**src/rtl/cond_pkg.sv**
```systemverilog
// Shared constants for the execute-stage condition unit: ARM condition codes,
// NZCV bit positions and flag-write enable bit positions.
package cond_pkg;

  localparam logic [3:0] COND_EQ = 4'b0000;
  localparam logic [3:0] COND_NE = 4'b0001;
  localparam logic [3:0] COND_CS = 4'b0010;
  localparam logic [3:0] COND_CC = 4'b0011;
  localparam logic [3:0] COND_MI = 4'b0100;
  localparam logic [3:0] COND_PL = 4'b0101;
  localparam logic [3:0] COND_VS = 4'b0110;
  localparam logic [3:0] COND_VC = 4'b0111;
  localparam logic [3:0] COND_HI = 4'b1000;
  localparam logic [3:0] COND_LS = 4'b1001;
  localparam logic [3:0] COND_GE = 4'b1010;
  localparam logic [3:0] COND_LT = 4'b1011;
  localparam logic [3:0] COND_GT = 4'b1100;
  localparam logic [3:0] COND_LE = 4'b1101;
  localparam logic [3:0] COND_AL = 4'b1110;
  localparam logic [3:0] COND_NV = 4'b1111;

  localparam int unsigned FLAG_N = 3;
  localparam int unsigned FLAG_Z = 2;
  localparam int unsigned FLAG_C = 1;
  localparam int unsigned FLAG_V = 0;

  localparam int unsigned FLAGW_NZ = 1;
  localparam int unsigned FLAGW_CV = 0;

  typedef struct packed {
    logic pcsrc;
    logic regwrite;
    logic memwrite;
    logic valid;
  } m_ctrl_t;

endpackage

```
**src/rtl/cond_eval.sv**
```systemverilog
// Combinational ARM condition-code evaluator: decides whether an instruction
// with condition field cond_i executes given the NZCV flags in flags_i.
module cond_eval
  import cond_pkg::*;
(
  input  logic [3:0] cond_i,
  input  logic [3:0] flags_i,
  output logic       pass_o
);

  logic n, z, c, v;

  assign n = flags_i[FLAG_N];
  assign z = flags_i[FLAG_Z];
  assign c = flags_i[FLAG_C];
  assign v = flags_i[FLAG_V];

  always_comb begin
    pass_o = 1'b0;
    unique case (cond_i)
      COND_EQ: pass_o = z;
      COND_NE: pass_o = ~z;
      COND_CS: pass_o = c;
      COND_CC: pass_o = ~c;
      COND_MI: pass_o = n;
      COND_PL: pass_o = ~n;
      COND_VS: pass_o = v;
      COND_VC: pass_o = ~v;
      COND_HI: pass_o = c & ~z;
      COND_LS: pass_o = ~c | z;
      COND_GE: pass_o = (n == v);
      COND_LT: pass_o = (n != v);
      COND_GT: pass_o = ~z & (n == v);
      COND_LE: pass_o = z | (n != v);
      COND_AL: pass_o = 1'b1;
      COND_NV: pass_o = 1'b1;
      default: pass_o = 1'b0;
    endcase
  end

endmodule

```
**src/rtl/cond_stage.sv**
```systemverilog
// Execute-stage condition unit: owns the NZCV flag register, gates the E-stage
// write/branch controls on the condition result and registers them into M.
module cond_stage
  import cond_pkg::*;
(
  input  logic       clk,
  input  logic       reset,
  input  logic       StallM,
  input  logic       FlushM,
  input  logic       ValidE,
  input  logic [3:0] CondE,
  input  logic [3:0] FlagsALU,
  input  logic [1:0] FlagWriteE,
  input  logic       PCSE,
  input  logic       RegWriteE,
  input  logic       MemWriteE,
  input  logic       NoWriteE,
  output logic       CondExE,
  output logic [3:0] Flags,
  output logic       PCSrcM,
  output logic       RegWriteM,
  output logic       MemWriteM,
  output logic       ValidM
);

  logic [1:0] nz_q, nz_d;
  logic [1:0] cv_q, cv_d;
  m_ctrl_t    m_q, m_d;
  logic       cond_pass;

  assign Flags = {nz_q, cv_q};

  // Condition is judged against the architectural flags only; no ALU bypass.
  cond_eval u_cond_eval (
    .cond_i  (CondE),
    .flags_i (Flags),
    .pass_o  (cond_pass)
  );

  assign CondExE = ValidE & cond_pass;

  // Stall freezes the flags even under flush; flush alone only squashes M.
  always_comb begin
    nz_d = nz_q;
    cv_d = cv_q;
    if (!StallM && CondExE) begin
      if (FlagWriteE[FLAGW_NZ]) nz_d = FlagsALU[FLAG_N:FLAG_Z];
      if (FlagWriteE[FLAGW_CV]) cv_d = FlagsALU[FLAG_C:FLAG_V];
    end
  end

  always_comb begin
    m_d = m_q;
    if (FlushM) begin
      m_d = '0;
    end else if (!StallM) begin
      m_d.pcsrc    = PCSE & CondExE;
      m_d.regwrite = RegWriteE & ~NoWriteE & CondExE;
      m_d.memwrite = MemWriteE & CondExE;
      m_d.valid    = ValidE;
    end
  end

  always_ff @(posedge clk) begin
    if (reset) begin
      nz_q <= 2'b00;
      cv_q <= 2'b00;
      m_q  <= '0;
    end else begin
      nz_q <= nz_d;
      cv_q <= cv_d;
      m_q  <= m_d;
    end
  end

  assign PCSrcM    = m_q.pcsrc;
  assign RegWriteM = m_q.regwrite;
  assign MemWriteM = m_q.memwrite;
  assign ValidM    = m_q.valid;

endmodule

```
**config.mk**
```make
export PLATFORM = sky130hd
export DESIGN_NAME = cond_stage
export DESIGN_NICKNAME = d
export VERILOG_FILES = /design/src/rtl/cond_pkg.sv /design/src/rtl/cond_eval.sv /design/src/rtl/cond_stage.sv
export SDC_FILE = /design/constraint.sdc
export NUM_CORES = 1
export LEC_CHECK = 0
export BUFFER_PORTS_ARGS = -buffer_cell sky130_fd_sc_hd__buf_2
export CELL_PAD_IN_SITES_DETAIL_PLACEMENT = 1
export CELL_PAD_IN_SITES_GLOBAL_PLACEMENT = 1
export CORE_UTILIZATION = 27
export DETAILED_ROUTE_END_ITERATION = 10
export PLACE_DENSITY = 0.83
export SYNTH_ARGS = -nofsm -noshare
export SYNTH_HDL_FRONTEND = slang
export SYNTH_SLANG_ARGS = --single-unit
```
**constraint.sdc**
```tcl
create_clock -name clk -period 1.6 [get_ports clk]
set_clock_uncertainty 0.05 [all_clocks]
set_input_delay 0.08 -clock clk [delete_from_list [all_inputs] [get_ports clk]]
set_output_delay 0.08 -clock clk [all_outputs]
set_load 0.005 [all_outputs]
```
Word level (Yosys, flattened, before mapping)

Cells that the tools add are included.

Register bits: 8
Output and inout port bits: 9
Logic and storage cells: 45

Reduce and logical (&&, ||, !) cells: 7
Equal/unequal tests: 17
Muxes and demuxes: 1
Bitwise logic cells: 14

Operators with widths:

| kind                 | count |
|---|---|
| $eq A4 B4 Y1 const B | 8 |
| $eq A4 B3 Y1 const B | 4 |
| $pmux W1 S15         | 1 |
| $eq A4 B2 Y1 const B | 2 |
| $and A1 B1 Y1        | 7 |
| $not A1 Y1           | 5 |
| $eq A4 B1 Y1 const B | 1 |
| $logic_not A4 Y1     | 1 |
| $reduce_and A2 Y1    | 2 |
| $reduce_or A2 Y1     | 2 |
| $or A1 B1 Y1         | 2 |
| $eq A1 B1 Y1         | 1 |
| $logic_and A1 B1 Y1  | 1 |
| $logic_not A1 Y1     | 1 |
| $ne A1 B1 Y1         | 1 |

Depth between registers and ports, before layout

Depth after elaboration: 6
Mapped depth: 7

Modules after synthesis

A second synthesis with hierarchy kept.

Cells, all modules: 66
Area total of the unflattened synthesis: 599.3 um^2

Modules (own cells, without submodules):

| module     | instances | cells an instance | area an instance (um^2) |
|---|---|---|---|
| cond_stage | 1         | 37                | 397.9 |
| cond_eval  | 1         | 29                | 201.4 |

Least setup slack after synthesis

OpenSTA, ideal clock, no wires.

Kind: register -> register
From: register nz_q[1]
To: register cv_q[0]
Required time: 1.432 ns
Setup slack: -0.098 ns
Buffers on the path: 0
Cell stages (with the launch flop): 7
Period minus slack after synthesis: 1.698 ns
Arrival time: 1.530 ns
Cell sequence: dfxtp_1 xor2_1 and3_1 o311ai_2 a31oi_4 and3b_4 mux2i_1

Cells in the longest elaborated chain, start to end: 6
Elaborated cells between the ends (all ways): 9
Classes of those cells: eq/ne (2); mux (1); bitwise (4); reduce/logical (2)

RTL lines:

| element                                              | RTL line                         | source |
|---|---|---|
| start, declared                                      | cond_stage.sv:26                 | `logic [1:0] nz_q, nz_d;` |
| start signal, assigned                               | cond_stage.sv:70                 | `nz_q <= nz_d;` |
| $ne A1 B1 Y1 / $eq A1 B1 Y1 (equally long branches)  | --                               |  |
| $or A1 B1 Y1 / $and A1 B1 Y1 (equally long branches) | cond_eval.sv:34, cond_eval.sv:33 |  |
| $pmux W1 S15 (*)                                     | cond_eval.sv:20                  | `unique case (cond_i)` |
| $and A1 B1 Y1 (*)                                    | cond_stage.sv:40                 | `assign CondExE = ValidE & cond_pass;` |
| via CondExE                                          | cond_stage.sv:18                 | `output logic CondExE,` |
| $logic_and A1 B1 Y1 (*)                              | cond_stage.sv:46                 | `if (!StallM && CondExE) begin` |
| $reduce_and A2 Y1 (no source line) (*)               | --                               |  |
| end signal, assigned                                 | cond_stage.sv:71                 | `cv_q <= cv_d;` |
| end, declared                                        | cond_stage.sv:27                 | `logic [1:0] cv_q, cv_d;` |

Mark *: on every way through the listed nets, which the timed path passes. The rest lies on a longest branch.
A chain may end at the register's enable or synchronous reset.

Worst setup path after layout

From: register nz_q[1]
To: output port CondExE

Cells in the longest elaborated chain, start to end: 4
Elaborated cells between the ends (all ways): 7
Classes of those cells: eq/ne (2); mux (1); bitwise (4)

RTL lines:

| element                                              | RTL line |
|---|---|
| $ne A1 B1 Y1 / $eq A1 B1 Y1 (equally long branches)  | -- |
| $or A1 B1 Y1 / $and A1 B1 Y1 (equally long branches) | cond_eval.sv:34, cond_eval.sv:33 |
| $pmux W1 S15 (*)                                     | cond_eval.sv:20 |
| $and A1 B1 Y1 (*)                                    | cond_stage.sv:40 |
| end, declared                                        | cond_stage.sv:18 |

Every way passes the cells marked *; elsewhere a longest branch is shown, timed or not.

==> impl_metrics.toml <==
[placement]
hpwlAfterDp_um = 1530
gp_congestion = 0.718
place_ws_ns = -0.205
place_area_um2 = 797
port-buffer-count = 27

[final_layout]
stdcell_area_um2 = 957
diodes = 0
post_route_cells_drive_above_1_share_pct = 60.4
nets = 132
area_growth_pct = 73.9

[logic_synthesis]
yosysUniqueCellTypes = 32
netlist_instances = 64
synth_top_family_by_area = "simple AND/OR/NAND/NOR gates"
ys_seq_area_share_pct = 29.1
synth-xor-area-share_pct = 3.18
synth_compound_area_share_pct = 26.4
netlist_area_um2 = 551
yosys_warnings = 0
synth-simple-area-share_pct = 32.3
ys_ff_latch = 8
avgSynthCellArea_um2 = 8.60
synthMuxAreaShare_pct = 5.45
syn_nets = 83
synth-adder-area-share_pct = 0

[setup_path]
r2r_end = "cv_q[1]"
critPathLaunchType = "flip-flop"
path_cells = "inv_4 > o31ai_4 > a32oi_1 > buf_4 > a31oi_4 > buf_2"
crit_arrival_ns = 1.73
crit_start = "nz_q[1]"
worstPathMaxFanout = 7
cp-end-kind = "primary output"
critPathSlowestCell = "dfxtp_4"
r2r_start = "nz_q[1]"
critical_path_class = "flip-flop to primary output"
max_stage_delay_ns = 0.38
reg2reg_setup_slack_ns = -0.25
cp.required_ns = 1.47
reg2regPathDepth = 7

[cts]
cts_max_path_buffers = 2
clkTransAtPathRegs_ns = 0.05
cts_tree = "built"
clockRootBuffer = "clkbuf_4"
htreeDepth = 1
numCtsBuffers = 3
cts_sinks = 8
clock_latency_ns = 0.27

[detailed_routing]
first_pass_iters = 4
ant_nets = 0
wire_per_inst_um = 16.9
num_vias = 708
drt_iter0_drc = 8
viasPerCell = 5.21
wl_um = 2300
post-route-drc-count = 0

[flow_run]
maxCapViolCount = 0

[hold_path]
hold_depth = 3
worst_hold_path.endpoint = "cv_q[1]"
hold_path_startpoint = "FlagsALU[1]"
min_path_type = "primary input to flip-flop"

[global_routing]
first_global_vias = 745
grt_max_degree = 12
grt_usage_pct = 22.9
gr-total-overflow = 0
grt_first_pass_wirelength_um = 3390
antenna_found_initial = 0

[floorplanning]
dieWidth_um = 47.2
chipHeight_um = 47.2
rows = 15
dieArea_um2 = 2220
pin_count = 28
coreArea_um2 = 1820
start_util_pct = 30.2

[timing]
hold_viol = 0
period_share_pct = 116
worstMarginPinSlew_ns = 0.407
final_max_slew_viol_count = 0
tns_ns = -1.58
rsz0062_at_grt = "true"
setup_viol = 8
max_freq_mhz = 539
layout_setup_ws_ns = -0.257
worst_hold_slack_ns = 0.0236
relSlewSlack_pct = 72.8
period_needed_ns = 1.86

[power]
powerDensity_nw_per_um2 = 571
ir_drop_v = 0.000461
p_leak_nw = 0.421

[outcome]
failed_checks = "negative setup slack"
status = "complete, but fails checks"
cells by family after synthesis:
group | Yosys count
AND/OR/NAND/NOR | 30
AO/OA/AOI/OAI | 16
flip-flops | 8
buffers and inverters | 5
multiplexers | 3
XOR/XNOR | 2
cells in the mapped netlist:
cell	number	area share [%]
nand3_1	1	0.91
a31oi_4	1	3.9
o21ai_1	2	1.8
and2_4	1	1.6
o21bai_1	1	1.4
xnor2_1	1	1.6
mux2i_1	3	5.5
a41o_1	1	1.8
nor2_1	1	0.68
a22oi_1	2	2.7
nand2_1	9	6.1
nand4bb_1	1	2.0
nor3_1	5	4.5
nand2b_1	3	3.4
nand4_1	1	1.1
a211oi_1	1	1.4
nor4_1	1	1.1
o31ai_1	1	1.4
clkbuf_1	1	0.68
inv_1	3	2.0
and3b_4	1	2.3
xor2_1	1	1.6
o311ai_2	1	3.0
a32oi_1	2	3.2
dfxtp_1	8	29
nor4b_2	1	2.7
a31oi_1	2	2.3
buf_2	1	0.91
o221ai_2	1	2.7
nor2b_1	3	3.4
a21oi_1	1	0.91
and3_1	2	2.3
worst max-delay path: cells and delay by family (launching register included):
family	cells	cell delay [ns]
flip-flops	1	0.38
AO/OA/AOI/OAI	3	0.68
buffers and inverters	3	0.40
metrics by stage:
stage          power, mW  utilization, %  instances
2_1_floorplan      0.278               -         64
3_3_place_gp       0.339            43.8        124
3_5_place_dp       0.345            43.8        124
4_1_cts            0.522            48.7        132
5_1_grt            0.573            52.6        136
6_report           0.546            52.6        136
power breakdown:
group / switching, mW / leakage (nW) / internal [mW]
Sequential: 0.00566 / 0.0673 / 0.202
Combinational: 0.0868 / 0.340 / 0.0871
Clock: 0.0784 / 0.0138 / 0.0865
cells in the final DEF, fill, tap and decap left out, types with 3 or more instances in the layout:
cell type,instances
buf_2,27
buf_4,17
clkbuf_4,3
dfxtp_1,4
mux2i_1,3
nand2_1,9
nand2b_1,3
nor2b_1,3
nor3_1,4
final cells by class:
class                           count  area [um^2]
Inverter                            3         13.8
Multi-Input combinational cell     51          437
Clock buffer                        3         22.5
Sequential cell                     8          170
Fill cell                         229          863
Timing Repair Buffer               46          283
Tap cell                           25         31.3
sequential cells by signal (all words and copies together) (netlist names):
signal     count
RegWriteM      1
PCSrcM         1
ValidM         1
nz_q           2
cv_q           2
MemWriteM      1
timing repair:
action                                  4_1_cts  5_1_grt
pin swaps                                    11        7
gates resized for setup                       5       10
setup buffers                                 3        4
hold buffers                                  2        0
endpoints found under the hold margin         3        0
endpoints found under the setup margin        7        8
worst max-delay path by stage:
| stage | to | slack (ns) |
|---|---|---|
| global route | cv_q[0] | -0.32 |
| detailed placement | nz_q[1] | -0.20 |
| finish | CondExE | -0.26 |
| CTS | nz_q[1] | -0.18 |
| global placement | cv_q[0] | -0.06 |
| floorplan | cv_q[0] | -0.02 |
metal layers:
metal	share of wire (%)	GRT usage [%]
met1	41	23.2
met2	55	41.9
met3	3.5	6.92
met4	1.0	12.0
met5	0	0
No activity file was read; power rests on OpenSTA's default activity.
